==> src/rtl/period_stepper.sv <==
// Button-driven period stepper: single steps on a tap, then auto-repeat while held.
// Feeds a saturating half-period count to a downstream variable clock divider.
module period_stepper #(
    parameter logic [31:0] INIT_PERIOD   = 32'd8,
    parameter logic [31:0] MIN_PERIOD    = 32'd4,
    parameter logic [31:0] MAX_PERIOD    = 32'd20,
    parameter logic [31:0] STEP          = 32'd4,
    parameter logic [31:0] HOLD_CYCLES   = 32'd10,
    parameter logic [31:0] REPEAT_CYCLES = 32'd3
) (
    input  logic        clk,
    input  logic        rst_n,
    input  logic        btn_up,
    input  logic        btn_dn,
    output logic [31:0] period,
    output logic        period_upd,
    output logic        at_min,
    output logic        at_max
);

    typedef enum logic [1:0] {IDLE, PRESS, REPEAT} state_t;

    state_t      state, state_nxt;
    logic [31:0] cnt, cnt_nxt;
    logic        dir, dir_nxt;      // 1 = up
    logic        press_up, press_dn, held, step;
    logic [32:0] up_sum, dn_floor;
    logic [31:0] period_up, period_dn, period_nxt;

    assign press_up = btn_up & ~btn_dn;
    assign press_dn = btn_dn & ~btn_up;
    assign held     = dir ? press_up : press_dn;

    always_comb begin
        state_nxt = state;
        cnt_nxt   = cnt;
        dir_nxt   = dir;
        step      = 1'b0;
        case (state)
            IDLE: begin
                if (press_up | press_dn) begin
                    step      = 1'b1;
                    dir_nxt   = press_up;
                    cnt_nxt   = '0;
                    state_nxt = PRESS;
                end
            end
            PRESS: begin
                if (!held) begin
                    state_nxt = IDLE;
                end else if (cnt == HOLD_CYCLES - 32'd1) begin
                    step      = 1'b1;
                    cnt_nxt   = '0;
                    state_nxt = REPEAT;
                end else begin
                    cnt_nxt   = cnt + 32'd1;
                end
            end
            REPEAT: begin
                if (!held) begin
                    state_nxt = IDLE;
                end else if (cnt == REPEAT_CYCLES - 32'd1) begin
                    step      = 1'b1;
                    cnt_nxt   = '0;
                end else begin
                    cnt_nxt   = cnt + 32'd1;
                end
            end
            default: state_nxt = IDLE;
        endcase
    end

    // 33-bit compares keep the saturation tests free of wrap-around
    assign up_sum    = {1'b0, period} + {1'b0, STEP};
    assign dn_floor  = {1'b0, MIN_PERIOD} + {1'b0, STEP};
    assign period_up = (up_sum > {1'b0, MAX_PERIOD}) ? MAX_PERIOD : up_sum[31:0];
    assign period_dn = ({1'b0, period} < dn_floor) ? MIN_PERIOD : period - STEP;

    always_comb begin
        period_nxt = period;
        if (step)
            period_nxt = dir_nxt ? period_up : period_dn;
    end

    always_ff @(posedge clk or negedge rst_n) begin
        if (!rst_n) begin
            state      <= IDLE;
            cnt        <= '0;
            dir        <= 1'b0;
            period     <= INIT_PERIOD;
            period_upd <= 1'b0;
            at_min     <= (INIT_PERIOD == MIN_PERIOD);
            at_max     <= (INIT_PERIOD == MAX_PERIOD);
        end else begin
            state      <= state_nxt;
            cnt        <= cnt_nxt;
            dir        <= dir_nxt;
            period     <= period_nxt;
            period_upd <= (period_nxt != period);
            at_min     <= (period_nxt == MIN_PERIOD);
            at_max     <= (period_nxt == MAX_PERIOD);
        end
    end

endmodule

==> config.mk <==
export PLATFORM = sky130hd
export DESIGN_NAME = period_stepper
export DESIGN_NICKNAME = d
export VERILOG_FILES = /design/src/rtl/period_stepper.sv
export SDC_FILE = /design/constraint.sdc
export NUM_CORES = 1
export LEC_CHECK = 0
export CAP_MARGIN = 20
export CORE_MARGIN = 5
export CORE_UTILIZATION = 45
export CTS_CLUSTER_DIAMETER = 200
export DETAILED_ROUTE_END_ITERATION = 8
export GPL_TIMING_DRIVEN = 0
export HOLD_SLACK_MARGIN = 0.05
export PLACE_DENSITY = 0.72
export REMOVE_ABC_BUFFERS = 1
export SLEW_MARGIN = 30
export SYNTH_ARGS = -nofsm -noshare
export SYNTH_HDL_FRONTEND = slang
export SYNTH_SLANG_ARGS = --single-unit
==> constraint.sdc <==
create_clock -name clk -period 3.8 [get_ports clk]
set_clock_uncertainty 0.05 [all_clocks]
set_input_delay 0.38 -clock clk [delete_from_list [all_inputs] [get_ports clk]]
set_output_delay 0.38 -clock clk [all_outputs]
set_load 0.02 [all_outputs]
== Yosys cells after proc, flatten, opt, wreduce, memory -nomap -nowiden ==
Index checks and enable logic that the tools add are counted.
W data, S select, Z words.
Operators by class
  add/subtract/negate cells: 3
  bitwise gates (word level): 5
  equality and inequality tests: 12
  mux-type cells: 24
  reductions and logical operators: 4
  order comparisons: 2
Operator list (number)
  $mux W32: 9
  $pmux W32 S3: 1
  $add A32 B3 Y33 const B: 1
  $gt A33 B5 Y1 const B: 1
  $add A32 B1 Y32 const B: 1
  $eq A32 B2 Y1 const B: 1
  $eq A32 B3 Y1 const B: 1
  $eq A32 B4 Y1 const B: 1
  $eq A32 B5 Y1 const B: 1
  $lt A32 B4 Y1 const B: 1
  $ne A32 B32 Y1: 1
  $sub A32 B3 Y32 const B: 1
  $mux W1: 8
  $mux W2: 4
  $ne A2 B2 Y1 const B: 4
  $pmux W2 S3: 1
  $reduce_and A4 Y1: 1
  $ne A3 B3 Y1 const B: 1
  $pmux W1 S3: 1
  $reduce_and A3 Y1: 1
  $reduce_bool A3 Y1: 1
  $and A1 B1 Y1: 2
  $eq A2 B1 Y1 const B: 1
  $eq A2 B2 Y1 const B: 1
  other kinds (3): 4
Word-level totals
  logic and storage cells: 57
  output and inout bits: 35
  register bits: 70

== Longest topological paths before layout ==
Gate-level depths: netlist of the first run.
  depth in word-level cells: 8
  depth in mapped cells: 13
  mapped depth without buffers: 11

== Worst setup path after synthesis of the first run ==
No wires, ideal clock.
  kind: reg2reg
  start point: register period[21]
  end point: register period_upd
  library setup time: 0.124 ns
  clock period less this slack: 3.330 ns
  cell stages (with the launch flop): 10
  required time: 3.626 ns
  buffers on the path: 1
  path slack: 0.470 ns
  arrival: 3.156 ns
  cells stage by stage: dfrtp_1 > buf_2 > nand4_1 > or2_2 > or4_1 > a2111oi_1 > nand3_1 > nor4_2 > mux2_2 > o31a_1
Between the ends
  cells in the longest elaborated chain, start to end: 6
  elaborated cells between the ends (all ways): 9
  classes of those cells: 2 x add/sub; 2 x order compare; 1 x eq/ne; 4 x mux
Ends and longest elaborated chain
  start: declaration: line 15  | output logic [31:0] period,
  start signal: assignment: line 98  | period <= period_nxt;
  $add A32 B3 Y33: line 74  | assign up_sum = {1'b0, period} + {1'b0, STEP};
  $gt A33 B5 Y1: line 76  | assign period_up = (up_sum > {1'b0, MAX_PERIOD}) ? MAX_PERIOD : up_sum[31:0];
  $mux W32: line 76
  $mux W32: line 82  | period_nxt = dir_nxt ? period_up : period_dn;
  $mux W32: line 81  | if (step)
  $ne A32 B32 Y1 (*): line 99  | period_upd <= (period_nxt != period);
  end signal: assignment: line 99
  end: declaration: line 16  | output logic period_upd,
Every way passes the cells marked *; elsewhere a longest branch is shown, timed or not.
A chain may end at the register's enable or synchronous reset.

== Worst setup path after layout of the first run ==
  start point: register period[26]
  end point: register at_max
Between the ends
  cells in the longest elaborated chain, start to end: 6
  elaborated cells between the ends (all ways): 9
  classes of those cells: 2 x add/sub; 2 x order compare; 1 x eq/ne; 4 x mux
Ends and longest elaborated chain
  $add A32 B3 Y33: line 74
  $gt A33 B5 Y1: line 76
  $mux W32: line 76
  $mux W32: line 82
  $mux W32 (*): line 81
  net period_nxt[26]: line 28  | logic [31:0] period_up, period_dn, period_nxt;
  $eq A32 B5 Y1 (*): line 101  | at_max <= (period_nxt == MAX_PERIOD);
  end signal: assignment: line 93  | at_max <= (INIT_PERIOD == MAX_PERIOD);
  end signal: assignment: line 101
  end: declaration: line 18  | output logic at_max
The timed path passes the listed nets; every way through them passes the cells marked *.

==> results of run 1 <==
[worst paths after layout]
path / cells past startpoint / slack (ns) / end
setup / recovery: 9 / 0.12 / at_max
max in group asynchronous: 3 / 2.71 / period[12]
min in group clk: 1 / 0.47 / cnt[14]
hold / removal: 2 / 0.42 / cnt[12]
hold reg to reg: 1 / 0.47 / cnt[14]
setup reg to reg: 9 / 0.12 / at_max
[layer usage]
| metal | wire length, um | share of wire [%] | track usage, % |
|---|---|---|---|
| met5 | 0 | 0 | 0 |
| met4 | 514 | 3.1 | 9.85 |
| met3 | 1210 | 7.4 | 4.39 |
| met2 | 7450 | 46 | 36.0 |
| met1 | 7180 | 44 | 32.1 |
[final cells by class]
class / instances / share of cell area [%]
inverters: 18 / 1.09
clock inverters: 7 / 1.65
multi-input cells: 533 / 54.2
flip-flops and latches: 70 / 28.4
well taps: 143 / 2.88
clock buffers: 9 / 3.63
repair buffers: 49 / 8.08
[logic make-up after synthesis]
logic type	count (synthesis)	share of synthesized area, %
adders and majority gates	12	2.82
DFF	70	33.0
AOI/OAI and AO/OA	178	22.5
xor gates and xnor gates	24	3.95
and+or+nand+nor	312	30.8
buffers and inverters	72	5.58
muxes	7	1.39
[per-stage QoR]
stage	worst slack, ns	power, mW	instance area [um2]
floorplan	-0.0164	2.66	5090
global route	-0.0303	4.97	6210
CTS	0.00267	4.56	6120
finish	0.116	4.68	6210
global placement	-1.22	3.42	5650
detailed placement	-0.784	3.52	5730
[placed cells by master, fill, tap and decap left out, types with 4 or more instances in the layout]
cell,instances
sky130_fd_sc_hd__nor2_1,66
sky130_fd_sc_hd__nand2_1,63
sky130_fd_sc_hd__o21ai_0,60
sky130_fd_sc_hd__dfrtp_1,58
sky130_fd_sc_hd__clkdlybuf4s50_1,37
sky130_fd_sc_hd__nor3_1,35
sky130_fd_sc_hd__nand4_1,26
sky130_fd_sc_hd__a21oi_1,26
sky130_fd_sc_hd__nand3_1,21
sky130_fd_sc_hd__inv_1,17
sky130_fd_sc_hd__nor4_1,17
sky130_fd_sc_hd__o31ai_1,13
sky130_fd_sc_hd__xnor2_1,12
sky130_fd_sc_hd__xor2_1,12
sky130_fd_sc_hd__ha_1,11
sky130_fd_sc_hd__dfrtp_2,11
sky130_fd_sc_hd__nor2b_1,9
sky130_fd_sc_hd__and4_1,9
sky130_fd_sc_hd__clkbuf_16,9
sky130_fd_sc_hd__nand2b_1,8
sky130_fd_sc_hd__or3_1,8
sky130_fd_sc_hd__or2_2,7
sky130_fd_sc_hd__a31oi_1,7
sky130_fd_sc_hd__and3_1,7
sky130_fd_sc_hd__buf_4,7
sky130_fd_sc_hd__and2_1,6
sky130_fd_sc_hd__a21o_1,6
sky130_fd_sc_hd__a211oi_1,5
sky130_fd_sc_hd__or4_1,5
sky130_fd_sc_hd__a22o_1,5
sky130_fd_sc_hd__o41ai_1,5
sky130_fd_sc_hd__o22ai_1,5
sky130_fd_sc_hd__nand3b_1,4
sky130_fd_sc_hd__nor4b_1,4
sky130_fd_sc_hd__o211ai_1,4
[flip-flops by register name (all words and copies together), names as in the netlist]
register,count
period_upd,1
state,2
cnt,32
dir,1
period,32
at_min,1
at_max,1
[power by group]
part	internal, mW	total (mW)	switching [mW]
clock	0.583	0.943	0.360
combinational	0.938	2.42	1.48
sequential	0.877	1.32	0.444
total	2.40	4.68	2.29
[what timing repair did]
action / in CTS / in global routing
endpoints found under the setup margin: 15 / 11
pin swaps: 4 / 2
hold endpoints to repair: 20 / 0
hold buffers: 1 / 0
resized for setup: 11 / 20
setup buffers: 3 / 4
==> impl_metrics.toml, run 1 <==
[synth]
netlist-cell-type-count = 70
synth.area.top_cells = "sky130_fd_sc_hd__dfrtp_1 32%, sky130_fd_sc_hd__o21ai_0 5.6%, sky130_fd_sc_hd__nor2_1 4.8%"
synth.cell_area_um2 = 5320
postSynthCellCount = 675
yosysSeqAreaShare_pct = 33.0
yosys.area.top_type = "sky130_fd_sc_hd__dfrtp_1"
yosys_warnings = 0
proportion_of_synthesized_flip_flops_having_asynchronous_set_or_reset_pct = 100
synth_top_area_share_pct = 32.5
post-synth-top-count-cell = "sky130_fd_sc_hd__dfrtp_1"
yosys_reg_bits = 70
synth_edf_count = 0
yosys_most_used_dff = "sky130_fd_sc_hd__dfrtp_1"
avgSynthCellArea_um2 = 7.87
ys_top_cells_by_count = "69 x sky130_fd_sc_hd__dfrtp_1, 68 x sky130_fd_sc_hd__nor2_1, 63 x sky130_fd_sc_hd__nand2_1"

[finish]
antenna_cells_inserted = 0
layout-area-overhead-vs-synth_pct = 16.9
regArea_um2 = 1770
instances_no_fill = 829
final.fill_count = 1074
final_layout_size_suffix_gt1_share_pct = 10.8
finalCoreUtilization_pct = 53.9
multiInputGateArea_um2 = 3370
finalNetCount = 697

[worst_setup_path]
critPathRequiredTime_ns = 4.00
kind_of_cell_with_the_highest_combined_delay_on_the_critical_path = "simple AND/OR/NAND/NOR gates"
setup.worst_path.start_class = "flop"
crit_path_top_delay_cell = "sky130_fd_sc_hd__or4_4"
worstPathArrival_ns = 3.88
cp_num_buf_inv = 1
path_cells = "or4_4, or3_1, o31ai_4, buf_8, nor2_2, a22o_1, nor4_1, nand4_1, nor4b_2"
critPathMaxFanout = 22
critical_path_class = "flop to flop"
worstReg2RegStart = "period[26]"
timing.critical_path.to_type = "flop"
critPathMaxStageDelay_ns = 0.61
startpoint = "period[26]"

[flow_run]
cap_violations = 0

[sta]
maxClockFrequency_ghz = 0.271
hold-worst-slack_ns = 0.418
final-max-slew-violation-count = 0
max_slew.worst_pin.slew_ns = 0.711
finalCritPeriodShare_pct = 96.9
hold_viol = 0
setup_viol_count_final = 0
timing.max_slew.rel_slack_pct = 52.4
timing.final.crit_period_ns = 3.68
setup-tns-final_ns = 0
grt_setup_unrepaired = "yes"

[place]
finalWeightedCongestion = 0.959
placed_cells = 805
detailedPlacementHpwl_um = 11000
buffer_ports.inserted = 38

[clocking]
clock_tree_from_tritoncts = "yes"
clock_tree.buffer_depth = 2
clk_transition_reported_paths_ns = 0.06
maximum_level_of_the_cts_h_tree = 3
clk-insertion-delay-late_ns = 0.35
number_of_clock_sinks_seen_by_cts = 70
numCtsBuffers = 9
clock_root_cell = "sky130_fd_sc_hd__clkbuf_16"

[routing]
number_of_routed_nets_with_antenna_violations = 0
via_count = 5472
drtPass1Iterations = 5
remaining_drc_errors = 0
finalWirelength_um = 16400
initialDrtViolationCount = 613
viasPerCell = 6.60
wl_per_cell_um = 19.7

[floorplanning]
start_util_pct = 46.2
core_area_um2 = 11500
die_area_um2 = 14100
row_count = 39
die_h_um = 119
io-pin-count = 39
floorplan.die.width_um = 119

[status]
run_status = "finished clean"

[grt]
grt_max_degree = 50
grt_pass1_wl_um = 27000
antenna_found_initial = 0
grt_remaining_overflow = 0
groute.usage.overall_pct = 23.3
first_global_vias = 5176

[power]
ir_drop_v = 0.000458
cellPowerDensity_nw_per_um2 = 754
static-leakage-power_nw = 2.35

[worst_hold_path]
hold_path.class = "primary input to asynchronous set/reset pin"
Note: power is estimated with default switching activity, not from simulation.
==> inputs of run 2 (changes only) <==
- CTS_BUF_LIST: not set -> sky130_fd_sc_hd__clkbuf_4 sky130_fd_sc_hd__clkbuf_8
==> impl_metrics.toml, run 2 (same netlist as run 1, synthesis figures left out) <==
[routing]
viasPerCell = 6.71
finalWirelength_um = 16200
via_count = 5556
drtPass1Iterations = 6
number_of_routed_nets_with_antenna_violations = 0
initialDrtViolationCount = 689
wl_per_cell_um = 19.6
remaining_drc_errors = 0

[sta]
setup_viol_count_final = 0
finalCritPeriodShare_pct = 97.0
timing.final.crit_period_ns = 3.69
final-max-slew-violation-count = 0
final_critical_path_setup_slack_ns = 0.114
max_slew.worst_pin.slew_ns = 0.838
hold_viol = 0
grt_setup_unrepaired = "no"
setup-tns-final_ns = 0
maxClockFrequency_ghz = 0.271
timing.max_slew.rel_slack_pct = 42.5

[worst_setup_path]
timing.critical_path.to_type = "flop"
setup.worst_path.start_class = "flop"
worstPathArrival_ns = 3.90
worstRegToRegCells = 9
critPathRequiredTime_ns = 4.02
critPathMaxFanout = 22
critical_path_class = "flop to flop"

[power]
static-leakage-power_nw = 2.30
cellPowerDensity_nw_per_um2 = 726
net-switching-power_mw = 2.25
cellInternalPower_mw = 2.18
comb_power_share_pct = 54.4
power.share.switching_pct = 50.7
ir_drop_v = 0.000456
power_frac_clock_pct = 16.0
power.sequential.fraction_pct = 29.7

[status]
run_status = "finished clean"

[finish]
antenna_cells_inserted = 0
finalNetCount = 696
final_common_cell = "sky130_fd_sc_hd__nor2_1"
layout-area-overhead-vs-synth_pct = 14.7
most-common-layout-cells = "66 x sky130_fd_sc_hd__nor2_1, 63 x sky130_fd_sc_hd__nand2_1, 60 x sky130_fd_sc_hd__o21ai_0"
final_layout_size_suffix_gt1_share_pct = 10.5
top_regs = "cnt: 32 flops, period: 32 flops, state: 2 flops"

[floorplanning]
row_count = 39
die_h_um = 119
core_area_um2 = 11500
floorplan.die.width_um = 119
start_util_pct = 46.2
die_area_um2 = 14100
io-pin-count = 39

[clocking]
clock_tree_from_tritoncts = "yes"
clk_transition_reported_paths_ns = 0.09
clock_root_cell = "sky130_fd_sc_hd__clkbuf_8"
clock_tree.buffer_depth = 2
maximum_level_of_the_cts_h_tree = 3
number_of_clock_sinks_seen_by_cts = 70
numCtsBuffers = 9
clk-insertion-delay-late_ns = 0.37

[grt]
grt_remaining_overflow = 0
first_global_vias = 5183
groute.usage.overall_pct = 23.0
antenna_found_initial = 0
grt_max_degree = 50
grt_pass1_wl_um = 26800

[worst_hold_path]
hold_path.class = "primary input to asynchronous set/reset pin"

[place]
buffer_ports.inserted = 38
finalWeightedCongestion = 0.959
worst_case_setup_slack_after_placement_ns = -0.784
detailedPlacementHpwl_um = 11000

[flow_run]
cap_violations = 0
[run 2: cell count changes in the layout (fill, tap and decap cells not counted)]
cell | before | now
sky130_fd_sc_hd__clkbuf_16 | 9 | 0
sky130_fd_sc_hd__mux2i_1 | 3 | 4
sky130_fd_sc_hd__mux2i_2 | 1 | 0
sky130_fd_sc_hd__a21boi_0 | 0 | 1
sky130_fd_sc_hd__clkbuf_8 | 0 | 9
sky130_fd_sc_hd__buf_4 | 7 | 6
sky130_fd_sc_hd__a21boi_1 | 1 | 0
[run 2: what timing repair did]
item	4_1_cts	5_1_grt
setup endpoints to repair	14	10
gates resized for setup	9	20
setup buffers	3	3
hold buffers	1	0
pin swaps	4	2
hold endpoints to repair	20	0
[run 2: final timing paths]
check	end	slack, ns	start
setup reg to reg	at_min	0.11	period[26]
max in group asynchronous	period[12]	2.73	rst_n
min in group clk	cnt[8]	0.47	cnt[8]
setup / recovery	at_min	0.11	period[26]
hold / removal	cnt[12]	0.40	rst_n
hold reg to reg	cnt[8]	0.47	cnt[8]
[run 2: metal layers]
metal	share of wire [%]	GRT usage (%)
met5	0	0
met3	8.1	4.25
met2	45	35.3
met4	3.3	9.56
met1	43	31.9
[run 2: final cells by class]
class	instances	area [um2]
Timing Repair Buffer	48	494
Clock buffer	9	124
Multi-Input combinational cell	533	3360
Sequential cell	70	1770
Clock inverter	7	103
Fill cell	1083	5420
Tap cell	143	179
Inverter	18	67.6
[run 2: power by group through the flow]
| stage | Clock [mW] | Combinational (mW) | Sequential, mW |
|---|---|---|---|
| detailed placement | 0 | 2.22 | 1.29 |
| global placement | 0 | 2.13 | 1.28 |
| finish | 0.707 | 2.41 | 1.31 |
| global route | 0.756 | 2.62 | 1.34 |
| floorplan | 0 | 1.38 | 1.27 |
| CTS | 0.720 | 2.29 | 1.29 |
[run 2: metrics by stage]
step	utilization (%)	total power [mW]	instance area [um2]	std cells	hold WS, ns
6_report	53.0	4.43	6100	828	0.398
5_1_grt	53.0	4.72	6100	828	0.410
4_1_cts	52.2	4.30	6010	825	0.394
3_5_place_dp	49.7	3.52	5730	805	0.256
3_3_place_gp	49.0	3.42	5650	802	0.445
2_1_floorplan	-	2.66	5090	621	0.0344
[run 2: critical path, cell delays in order (launching register included)]
cell,delay [ns]
sky130_fd_sc_hd__dfrtp_1,0.51
sky130_fd_sc_hd__or4_4,0.61
sky130_fd_sc_hd__or3_1,0.46
sky130_fd_sc_hd__o31ai_4,0.33
sky130_fd_sc_hd__buf_8,0.21
sky130_fd_sc_hd__nor2_2,0.14
sky130_fd_sc_hd__a22o_1,0.27
sky130_fd_sc_hd__nor4_1,0.40
sky130_fd_sc_hd__nand4_1,0.27
sky130_fd_sc_hd__nor4_1,0.33
==> inputs of run 3 (changes only) <==
- ABC_AREA: not set -> 0
- CORE_UTILIZATION: 45 -> 56
- PLACE_DENSITY: 0.72 -> 0.85
==> impl_metrics.toml, run 3 (same netlist as run 1, synthesis figures left out) <==
[place]
detailedPlacementHpwl_um = 10800
worst_case_setup_slack_after_placement_ns = -0.527
post_place_cell_area_um2 = 5710
buffer_ports.inserted = 38
placed_cells = 792
finalWeightedCongestion = 0.976

[finish]
final_common_cell = "sky130_fd_sc_hd__nor2_1"
finish.instance_area_um2 = 6140
finalCoreUtilization_pct = 66.4
antenna_cells_inserted = 0
instances_no_fill = 819
layout-area-overhead-vs-synth_pct = 15.4
most-common-layout-cells = "66 x sky130_fd_sc_hd__nor2_1, 63 x sky130_fd_sc_hd__nand2_1, 60 x sky130_fd_sc_hd__o21ai_0"
top_regs = "cnt: 32 flops, period: 32 flops, state: 2 flops"
finalNetCount = 702
final_layout_size_suffix_gt1_share_pct = 11.6
final.fill_count = 768

[power]
static-leakage-power_nw = 2.32
ir_drop_v = 0.000632
cellPowerDensity_nw_per_um2 = 739
p_total_mw = 4.54

[clocking]
clock_root_cell = "sky130_fd_sc_hd__clkbuf_8"
clk-insertion-delay-late_ns = 0.36
numCtsBuffers = 9
clk_transition_reported_paths_ns = 0.08
maximum_level_of_the_cts_h_tree = 3
clock_tree.buffer_depth = 2
number_of_clock_sinks_seen_by_cts = 70
clock_tree_from_tritoncts = "yes"

[floorplanning]
io-pin-count = 39
start_util_pct = 57.5
die_area_um2 = 11500
row_count = 35
core_area_um2 = 9240
floorplan.die.width_um = 107
die_h_um = 107

[routing]
drtPass1Iterations = 7
remaining_drc_errors = 0
viasPerCell = 6.87
finalWirelength_um = 16300
number_of_routed_nets_with_antenna_violations = 0
via_count = 5628
initialDrtViolationCount = 740
wl_per_cell_um = 20.0

[worst_setup_path]
worstReg2RegStart = "period[11]"
critPathMaxFanout = 9
critPathMaxStageDelay_ns = 0.62
worst-r2r-setup-slack_ns = 0.07
worstPathArrival_ns = 3.92
kind_of_cell_with_the_highest_combined_delay_on_the_critical_path = "simple AND/OR/NAND/NOR gates"
critical_path_class = "flop to flop"
timing.critical_path.to_type = "flop"
critPathRequiredTime_ns = 3.99
crit_path_top_delay_cell = "sky130_fd_sc_hd__dfrtp_1"
path_cells = "and4_1, nand4_1, or4_1, a2111oi_2, nand3_1, nor4_4, mux2_2, o31a_1"
end_of_the_worst_register_to_register_path = "period_upd"
setup.worst_path.start_class = "flop"
cp_num_buf_inv = 0
worstRegToRegCells = 8

[sta]
final-max-slew-violation-count = 0
timing.final.crit_period_ns = 3.73
hold-worst-slack_ns = 0.460
setup-tns-final_ns = 0
hold_viol = 0
maxClockFrequency_ghz = 0.268
grt_setup_unrepaired = "yes"
max_slew.worst_pin.slew_ns = 0.763
final_critical_path_setup_slack_ns = 0.0686
finalCritPeriodShare_pct = 98.2
setup_viol_count_final = 0
timing.max_slew.rel_slack_pct = 47.7

[status]
run_status = "finished clean"

[grt]
grt_remaining_overflow = 0
antenna_found_initial = 0
grt_max_degree = 38
groute.usage.overall_pct = 28.3
first_global_vias = 5185
grt_pass1_wl_um = 26500

[flow_run]
cap_violations = 0

[worst_hold_path]
hold_path.class = "primary input to asynchronous set/reset pin"
run 3: cell type report:
| type | instances | area, um2 | area share (%) |
|---|---|---|---|
| flip-flops and latches | 70 | 1770 | 28.9 |
| repair buffers | 54 | 532 | 8.67 |
| multi-input cells | 533 | 3370 | 54.9 |
| well taps | 129 | 161 | 2.63 |
| clock buffers | 9 | 124 | 2.02 |
| clock inverters | 6 | 111 | 1.81 |
| inverters | 18 | 67.6 | 1.10 |
run 3: how the worst max path moves through the flow:
stage,from,cells after the start,to,slack (ns)
CTS,btn_dn,11,at_max,0.01
finish,period[11],8,period_upd,0.07
floorplan,period[8],8,at_max,-0.02
detailed placement,btn_up,9,period[9],-0.53
global route,state[0],11,at_max,-0.04
global placement,period[8],8,at_max,-1.25
run 3: timing repair:
item | in CTS | in global routing
endpoints found under the hold margin | 33 | 0
resized for setup | 8 | 24
pin swaps | 1 | 2
hold buffers | 1 | 0
endpoints found under the setup margin | 15 | 7
buffers inserted | 2 | 9
run 3: worst reg2reg max path, delay by kind of cell (launching register included):
kind	cells	cell delay (ns)
multiplexers	1	0.39
AND/OR/NAND/NOR	5	1.78
flip-flops	1	0.62
AO/OA/AOI/OAI	2	0.76
run 3: power breakdown:
group	total [mW]	switching, mW	internal, mW
logic	2.49	1.53	0.962
registers	1.31	0.433	0.879
clock network	0.734	0.302	0.432
run 3: per-layer routing:
layer	part of all wire, %	global-route usage, %
met1	40	38.7
met2	45	44.1
met3	11	4.86
met4	4.1	12.4
met5	0	0
